[src/rtl/nco_lut_ctrl_pkg.sv]
// Shared constants, state encoding and bank-select helper for the NCO sine LUT controller.
package nco_pkg;
    localparam int DATA_W = 32;
    localparam int ADDR_W = 8;
    localparam int MASK_W = DATA_W / 8;
    localparam int DEPTH  = 1 << ADDR_W;

    localparam logic [MASK_W-1:0] WMASK_ALL = '1;

    typedef enum logic [1:0] {
        IDLE  = 2'd0,
        LOAD  = 2'd1,
        READY = 2'd2
    } state_e;

    // Address MSB picks the SRAM bank: 0 -> bank0 (csb00), 1 -> bank1 (csb10).
    function automatic logic bank_sel(input logic [ADDR_W-1:0] addr);
        return addr[ADDR_W-1];
    endfunction
endpackage

[src/rtl/nco_lut_ctrl_if.sv]
// Loader stream, NCO read port and shared SRAM port of the LUT controller.
interface nco_lut_ctrl_if;
    import nco_pkg::*;

    logic              ld_start;
    logic              ld_valid;
    logic [DATA_W-1:0] ld_data;
    logic              ld_ready;
    logic              ld_done;

    logic              rd_req;
    logic [ADDR_W-1:0] rd_addr;
    logic              rd_gnt;
    logic              rd_valid;
    logic [DATA_W-1:0] rd_data;

    logic              csb00;
    logic              csb10;
    logic              web0;
    logic [MASK_W-1:0] wmask0;
    logic [ADDR_W-1:0] addr0;
    logic [DATA_W-1:0] din0;
    logic [DATA_W-1:0] dout00;
    logic [DATA_W-1:0] dout10;

    modport master (
        input  ld_start, ld_valid, ld_data, rd_req, rd_addr, dout00, dout10,
        output ld_ready, ld_done, rd_gnt, rd_valid, rd_data,
        output csb00, csb10, web0, wmask0, addr0, din0
    );

    modport slave (
        output ld_start, ld_valid, ld_data, rd_req, rd_addr, dout00, dout10,
        input  ld_ready, ld_done, rd_gnt, rd_valid, rd_data,
        input  csb00, csb10, web0, wmask0, addr0, din0
    );
endinterface

[src/rtl/nco_lut_rd_pipe.sv]
// Read return path: delays valid and bank tag by RD_LAT edges after the command register, then muxes the bank output.
module nco_lut_rd_pipe
    import nco_pkg::*;
#(
    parameter int RD_LAT = 1
) (
    input  logic              clk,
    input  logic              reset,
    input  logic              issue,
    input  logic              bank,
    input  logic [DATA_W-1:0] dout00,
    input  logic [DATA_W-1:0] dout10,
    output logic              rd_valid,
    output logic [DATA_W-1:0] rd_data
);
    logic [RD_LAT-1:0] vld_sr;
    logic [RD_LAT-1:0] tag_sr;

    always_ff @(posedge clk or posedge reset) begin
        if (reset) begin
            vld_sr   <= '0;
            tag_sr   <= '0;
            rd_valid <= 1'b0;
            rd_data  <= '0;
        end else begin
            vld_sr[0] <= issue;
            tag_sr[0] <= bank;
            for (int i = 1; i < RD_LAT; i++) begin
                vld_sr[i] <= vld_sr[i-1];
                tag_sr[i] <= tag_sr[i-1];
            end
            rd_valid <= vld_sr[RD_LAT-1];
            if (vld_sr[RD_LAT-1]) begin
                rd_data <= tag_sr[RD_LAT-1] ? dout10 : dout00;
            end
        end
    end
endmodule

[src/rtl/nco_lut_ctrl.sv]
// NCO sine LUT controller: loads 256 words from a valid/ready stream, then serves phase reads
// through the single shared two-bank SRAM port.
//   state | meaning
//   IDLE  | after reset, table not trusted, waiting for ld_start
//   LOAD  | accepting table words, one SRAM write per accepted word
//   READY | table valid, granting NCO reads one per cycle
module nco_lut_ctrl
    import nco_pkg::*;
#(
    parameter int RD_LAT = 1
) (
    input logic            clk,
    input logic            reset,
    nco_lut_ctrl_if.master bus
);
    localparam logic [1:0] S_IDLE  = IDLE;
    localparam logic [1:0] S_LOAD  = LOAD;
    localparam logic [1:0] S_READY = READY;

    logic [1:0]        state;
    logic [ADDR_W-1:0] cnt;
    logic              ld_ready_q;
    logic              ld_done_q;
    logic              accept;
    logic              gnt;
    logic              last_word;
    logic              rd_bank;

    logic              csb00_q;
    logic              csb10_q;
    logic              web0_q;
    logic [MASK_W-1:0] wmask0_q;
    logic [ADDR_W-1:0] addr0_q;
    logic [DATA_W-1:0] din0_q;
    logic              rd_valid_w;
    logic [DATA_W-1:0] rd_data_w;

    assign accept    = bus.ld_valid & ld_ready_q;
    assign gnt       = bus.rd_req & (state == S_READY);
    assign last_word = (cnt == ADDR_W'(DEPTH - 1));
    assign rd_bank   = bank_sel(bus.rd_addr);

    always_ff @(posedge clk or posedge reset) begin
        if (reset) begin
            state      <= S_IDLE;
            cnt        <= '0;
            ld_ready_q <= 1'b0;
            ld_done_q  <= 1'b0;
        end else begin
            case (state)
                S_LOAD: begin
                    if (accept) begin
                        if (last_word) begin
                            state      <= S_READY;
                            ld_ready_q <= 1'b0;
                            ld_done_q  <= 1'b1;
                            cnt        <= '0;
                        end else begin
                            cnt <= cnt + 1'b1;
                        end
                    end
                end
                S_IDLE, S_READY: begin
                    if (bus.ld_start) begin
                        state      <= S_LOAD;
                        ld_ready_q <= 1'b1;
                        ld_done_q  <= 1'b0;
                        cnt        <= '0;
                    end
                end
                default: begin
                    state      <= S_IDLE;
                    ld_ready_q <= 1'b0;
                    ld_done_q  <= 1'b0;
                end
            endcase
        end
    end

    // Writes and grants are mutually exclusive by state, so one command register serves both.
    always_ff @(posedge clk or posedge reset) begin
        if (reset) begin
            csb00_q  <= 1'b1;
            csb10_q  <= 1'b1;
            web0_q   <= 1'b1;
            wmask0_q <= '0;
            addr0_q  <= '0;
            din0_q   <= '0;
        end else if (accept) begin
            csb00_q  <= bank_sel(cnt);
            csb10_q  <= ~bank_sel(cnt);
            web0_q   <= 1'b0;
            wmask0_q <= WMASK_ALL;
            addr0_q  <= cnt;
            din0_q   <= bus.ld_data;
        end else if (gnt) begin
            csb00_q  <= rd_bank;
            csb10_q  <= ~rd_bank;
            web0_q   <= 1'b1;
            wmask0_q <= '0;
            addr0_q  <= bus.rd_addr;
        end else begin
            csb00_q  <= 1'b1;
            csb10_q  <= 1'b1;
            web0_q   <= 1'b1;
            wmask0_q <= '0;
        end
    end

    nco_lut_rd_pipe #(.RD_LAT(RD_LAT)) u_rd_pipe (
        .clk      (clk),
        .reset    (reset),
        .issue    (gnt),
        .bank     (rd_bank),
        .dout00   (bus.dout00),
        .dout10   (bus.dout10),
        .rd_valid (rd_valid_w),
        .rd_data  (rd_data_w)
    );

    assign bus.ld_ready = ld_ready_q;
    assign bus.ld_done  = ld_done_q;
    assign bus.rd_gnt   = gnt;
    assign bus.rd_valid = rd_valid_w;
    assign bus.rd_data  = rd_data_w;
    assign bus.csb00    = csb00_q;
    assign bus.csb10    = csb10_q;
    assign bus.web0     = web0_q;
    assign bus.wmask0   = wmask0_q;
    assign bus.addr0    = addr0_q;
    assign bus.din0     = din0_q;
endmodule

[src/flat_wrapper.sv]
// flat-port wrapper written by rule: the top's interface ports become plain ports
module nco_lut_ctrl_flat import nco_pkg::*;
#(
    parameter int RD_LAT = 1
)
  (clk, reset, bus_ld_start, bus_ld_valid, bus_ld_data, bus_rd_req, bus_rd_addr, bus_dout00, bus_dout10, bus_ld_ready, bus_ld_done, bus_rd_gnt, bus_rd_valid, bus_rd_data, bus_csb00, bus_csb10, bus_web0, bus_wmask0, bus_addr0, bus_din0);
  nco_lut_ctrl_if bus_i ();
  input logic clk;
  input logic reset;
  input wire logic [$bits(bus_i.ld_start)-1:0] bus_ld_start;
  input wire logic [$bits(bus_i.ld_valid)-1:0] bus_ld_valid;
  input wire logic [$bits(bus_i.ld_data)-1:0] bus_ld_data;
  input wire logic [$bits(bus_i.rd_req)-1:0] bus_rd_req;
  input wire logic [$bits(bus_i.rd_addr)-1:0] bus_rd_addr;
  input wire logic [$bits(bus_i.dout00)-1:0] bus_dout00;
  input wire logic [$bits(bus_i.dout10)-1:0] bus_dout10;
  output wire logic [$bits(bus_i.ld_ready)-1:0] bus_ld_ready;
  output wire logic [$bits(bus_i.ld_done)-1:0] bus_ld_done;
  output wire logic [$bits(bus_i.rd_gnt)-1:0] bus_rd_gnt;
  output wire logic [$bits(bus_i.rd_valid)-1:0] bus_rd_valid;
  output wire logic [$bits(bus_i.rd_data)-1:0] bus_rd_data;
  output wire logic [$bits(bus_i.csb00)-1:0] bus_csb00;
  output wire logic [$bits(bus_i.csb10)-1:0] bus_csb10;
  output wire logic [$bits(bus_i.web0)-1:0] bus_web0;
  output wire logic [$bits(bus_i.wmask0)-1:0] bus_wmask0;
  output wire logic [$bits(bus_i.addr0)-1:0] bus_addr0;
  output wire logic [$bits(bus_i.din0)-1:0] bus_din0;
  assign bus_i.ld_start = bus_ld_start;
  assign bus_i.ld_valid = bus_ld_valid;
  assign bus_i.ld_data = bus_ld_data;
  assign bus_i.rd_req = bus_rd_req;
  assign bus_i.rd_addr = bus_rd_addr;
  assign bus_i.dout00 = bus_dout00;
  assign bus_i.dout10 = bus_dout10;
  assign bus_ld_ready = bus_i.ld_ready;
  assign bus_ld_done = bus_i.ld_done;
  assign bus_rd_gnt = bus_i.rd_gnt;
  assign bus_rd_valid = bus_i.rd_valid;
  assign bus_rd_data = bus_i.rd_data;
  assign bus_csb00 = bus_i.csb00;
  assign bus_csb10 = bus_i.csb10;
  assign bus_web0 = bus_i.web0;
  assign bus_wmask0 = bus_i.wmask0;
  assign bus_addr0 = bus_i.addr0;
  assign bus_din0 = bus_i.din0;
  nco_lut_ctrl #(.RD_LAT(RD_LAT)) u_core (.clk(clk), .reset(reset), .bus(bus_i));
endmodule
[config.mk]
export PLATFORM = sky130hd
export DESIGN_NAME = nco_lut_ctrl_flat
export DESIGN_NICKNAME = d
export VERILOG_FILES = /design/src/rtl/nco_lut_ctrl_pkg.sv /design/src/rtl/nco_lut_ctrl_if.sv /design/src/rtl/nco_lut_rd_pipe.sv /design/src/rtl/nco_lut_ctrl.sv /design/src/flat_wrapper.sv
export SDC_FILE = /design/constraint.sdc
export NUM_CORES = 1
export LEC_CHECK = 0
export BUFFER_PORTS_ARGS = -buffer_cell sky130_fd_sc_hd__buf_2
export CORE_ASPECT_RATIO = 0.75
export CORE_UTILIZATION = 25
export DETAILED_ROUTE_END_ITERATION = 7
export GPL_ROUTABILITY_DRIVEN = 0
export GPL_TIMING_DRIVEN = 0
export SLEW_MARGIN = 40
export SYNTH_ARGS = -nofsm -noshare
export SYNTH_HDL_FRONTEND = slang
export SYNTH_SLANG_ARGS = --single-unit
export TNS_END_PERCENT = 100
[constraint.sdc]
create_clock -name clk -period 3.97 [get_ports clk]
set_input_delay 0.5955 -clock clk [delete_from_list [all_inputs] [get_ports clk]]
set_output_delay 0.5955 -clock clk [all_outputs]
set_load 0.05 [all_outputs]
==> impl_metrics.tcl <==
set metrics [dict create \
    syn_area_um2 3860 \
    synthFlopType "dfrtp_1" \
    post_cts_resized 0 \
    drt.antenna.violating_nets 0 \
    crit_type "reg2out" \
    wl_per_cell_um 13.5 \
    hp-class "in2async" \
    yosysUniqueCellTypes 38 \
    multi_input_area_um2 1490 \
    synth.avg_cell_area_um2 11.7 \
    crit_start "u_core.state[0]" \
    grt.total_usage 0.131 \
    cts_inserted_buffers 9 \
    fin_crit_ns 2.35 \
    first_global_vias 3311 \
    seq_area_frac_synth 0.584 \
    root_buffer "clkbuf_16" \
    power_density_nw_per_um2 683 \
    hold_ws_ns 0.319 \
    cts_setup_buffers 0 \
    cp-start-kind "flop" \
    place_ws_ns 1.73 \
    rr_startpoint "u_core.bus.ld_ready" \
    drive_gt1_frac 0.487 \
    die_x_um 146 \
    cts_tree "done" \
    ios 192 \
    portBuffers 191 \
    syn_nets 440 \
    grt_pass1_wl_um 16500 \
    grt_antenna_before_repair 1 \
    dieArea_um2 16000 \
    nFillCells 1489 \
    grt_use_met1 0.157 \
    coreArea_um2 14800 \
    die_y_um 110 \
    setup_violations 0 \
    drt_wl_total_um 9970 \
    p_leak_nw 2.60 \
    area_growth_pct 39.2 \
    cap_violations 0 \
    hpwlAfterDp_um 7690 \
    vdd_drop_max_mv 0.343 \
    ys_ff_latch 90 \
    drv_slew 0 \
    via_per_inst 4.29 \
    register_area_um2 2260 \
    use_met3 0.0481 \
    h-tree-depth 3 \
    max_slew_margin 0.647 \
    finalWorstSetupSlack_ns 1.62 \
    fin_crit_sh 0.591 \
    nets 643 \
    critPathArrivalTime_ns 1.75 \
    dr.pass1.iters 4 \
    synth_cells 330 \
    fin_skew_ns 0.00527 \
    grt_util_met2 0.224 \
    synth-edff-count 0 \
    vias 3169 \
    fmax_mhz 426 \
    final_hold_viol_count 0 \
    rsz0062_at_grt "false" \
    outcome "completed" \
    clockBufferDepth 2 \
    endpoint_kind "primary output" \
    synth_warnings 0 \
    dr.first_iter.drc_count 140 \
    cp.required_ns 3.37 \
    grt_start_max_net_pins 60 \
    clk_pin_slew_ns 0.06 \
    start_util 0.261 \
    worst_slew_pin_slew_ns 0.530 \
    clock_latency_ns 0.33 \
    path_max_fanout 10 \
    rows 38 \
    cts_hold_buf 0 \
    globalRouteOverflowTotal 0 \
    async_reset_ff_frac 1.00 \
    antennaDiodeCount 0 \
    drc_errors 0 \
    cts.sinks 90 \
    busiest_layer "met2" \
    total_power_mw 3.67 \
]
[critical path, cell delays in order (launching register included)]
cell and delay, ns:
dfrtp_1 0.43, nand3b_2 0.38, clkinv_1 0.28, buf_2 0.31
[cells in the final DEF, fill, tap and decap left out, types with 2 or more instances in the layout]
master,count
a211oi_1,2
a21oi_1,38
a31oi_1,7
buf_2,195
buf_4,6
clkbuf_1,10
clkbuf_16,9
clkbuf_8,2
clkinv_2,2
dfrtp_1,87
dfstp_2,3
inv_1,2
mux2_2,33
mux2i_1,32
nand2_1,22
nand2b_1,3
nand3_1,3
nor2_1,48
nor2b_1,2
o21ai_0,3
xnor2_1,5
[cells in the mapped netlist (2+ instances only)]
library cell	instances	area, um2
clkbuf_1	9	33.8
a31oi_1	7	43.8
nor2_1	48	180
nor2b_1	2	12.5
buf_2	4	20.0
buf_4	6	45.0
inv_1	3	11.3
xnor2_1	5	43.8
mux2_2	33	372
nand2b_1	3	18.8
dfstp_2	3	78.8
nand3_1	3	15.0
a211oi_1	2	15.0
a21oi_1	38	190
nand2_1	22	82.6
dfrtp_1	87	2180
mux2i_1	32	320
o21ai_0	3	15.0
[layout make-up]
class / count / area share
Multi-Input combinational cell: 215 / 0.276
Sequential cell: 90 / 0.419
Buffer: 20 / 0.0191
Clock inverter: 4 / 0.00489
Timing Repair Buffer: 192 / 0.181
Tap cell: 200 / 0.0465
Clock buffer: 12 / 0.0477
Inverter: 5 / 0.00442
[sequential cells by signal, summed over array words and instances (netlist names), 8 cells and up]
signal,cells
u_core.bus.addr0,8
u_core.bus.din0,32
u_core.cnt,8
u_core.u_rd_pipe.rd_data,32
[final timing paths]
kind                                              to  slack (ns)  cells after the start
max                                       bus_rd_gnt        1.62                      3
max in group asynchronous            u_core.bus.web0        3.02                      3
min                               u_core.bus.din0[7]        0.32                      2
min reg2reg                u_core.u_rd_pipe.rd_valid        0.42                      0
min in group clk           u_core.u_rd_pipe.rd_valid        0.42                      0
max reg2reg                       u_core.bus.din0[9]        2.37                      4
[report_power, final]
part / total (mW) / switching [mW] / internal [mW]
registers: 1.32 / 0.148 / 1.17
logic: 1.55 / 1.12 / 0.426
clock network: 0.805 / 0.347 / 0.458
[through the flow]
step                area, um2  utilization  instances  TNS [ns]
detailed placement       5090        0.345        722         0
finish                   5380        0.364        738         0
CTS                      5380        0.364        738         0
floorplan                3860            -        330         0
global route             5380        0.364        738         0
global placement         5070        0.343        721     -2.12
[metal layers]
| metal | vias up | routed length, um | share of wire |
|---|---|---|---|
| met5 | - | 10 | 0.0010 |
| met4 | 2 | 109 | 0.011 |
| met3 | 12 | 702 | 0.070 |
| met2 | 119 | 4820 | 0.48 |
| met1 | 1495 | 4330 | 0.43 |
| li1 | 1541 | - | - |
[cells by family (layout without fill, tap and decap cells)]
group,after synthesis,in the layout,share of synthesized area
flops,90,90,0.584
simple gates,88,88,0.106
mux,65,65,0.179
compound gates,55,55,0.0826
buf+inv,25,233,0.0314
xor+xnor,6,6,0.0136
fa+ha+maj,1,1,0.00324
Note: power is estimated with default switching activity, not from simulation.
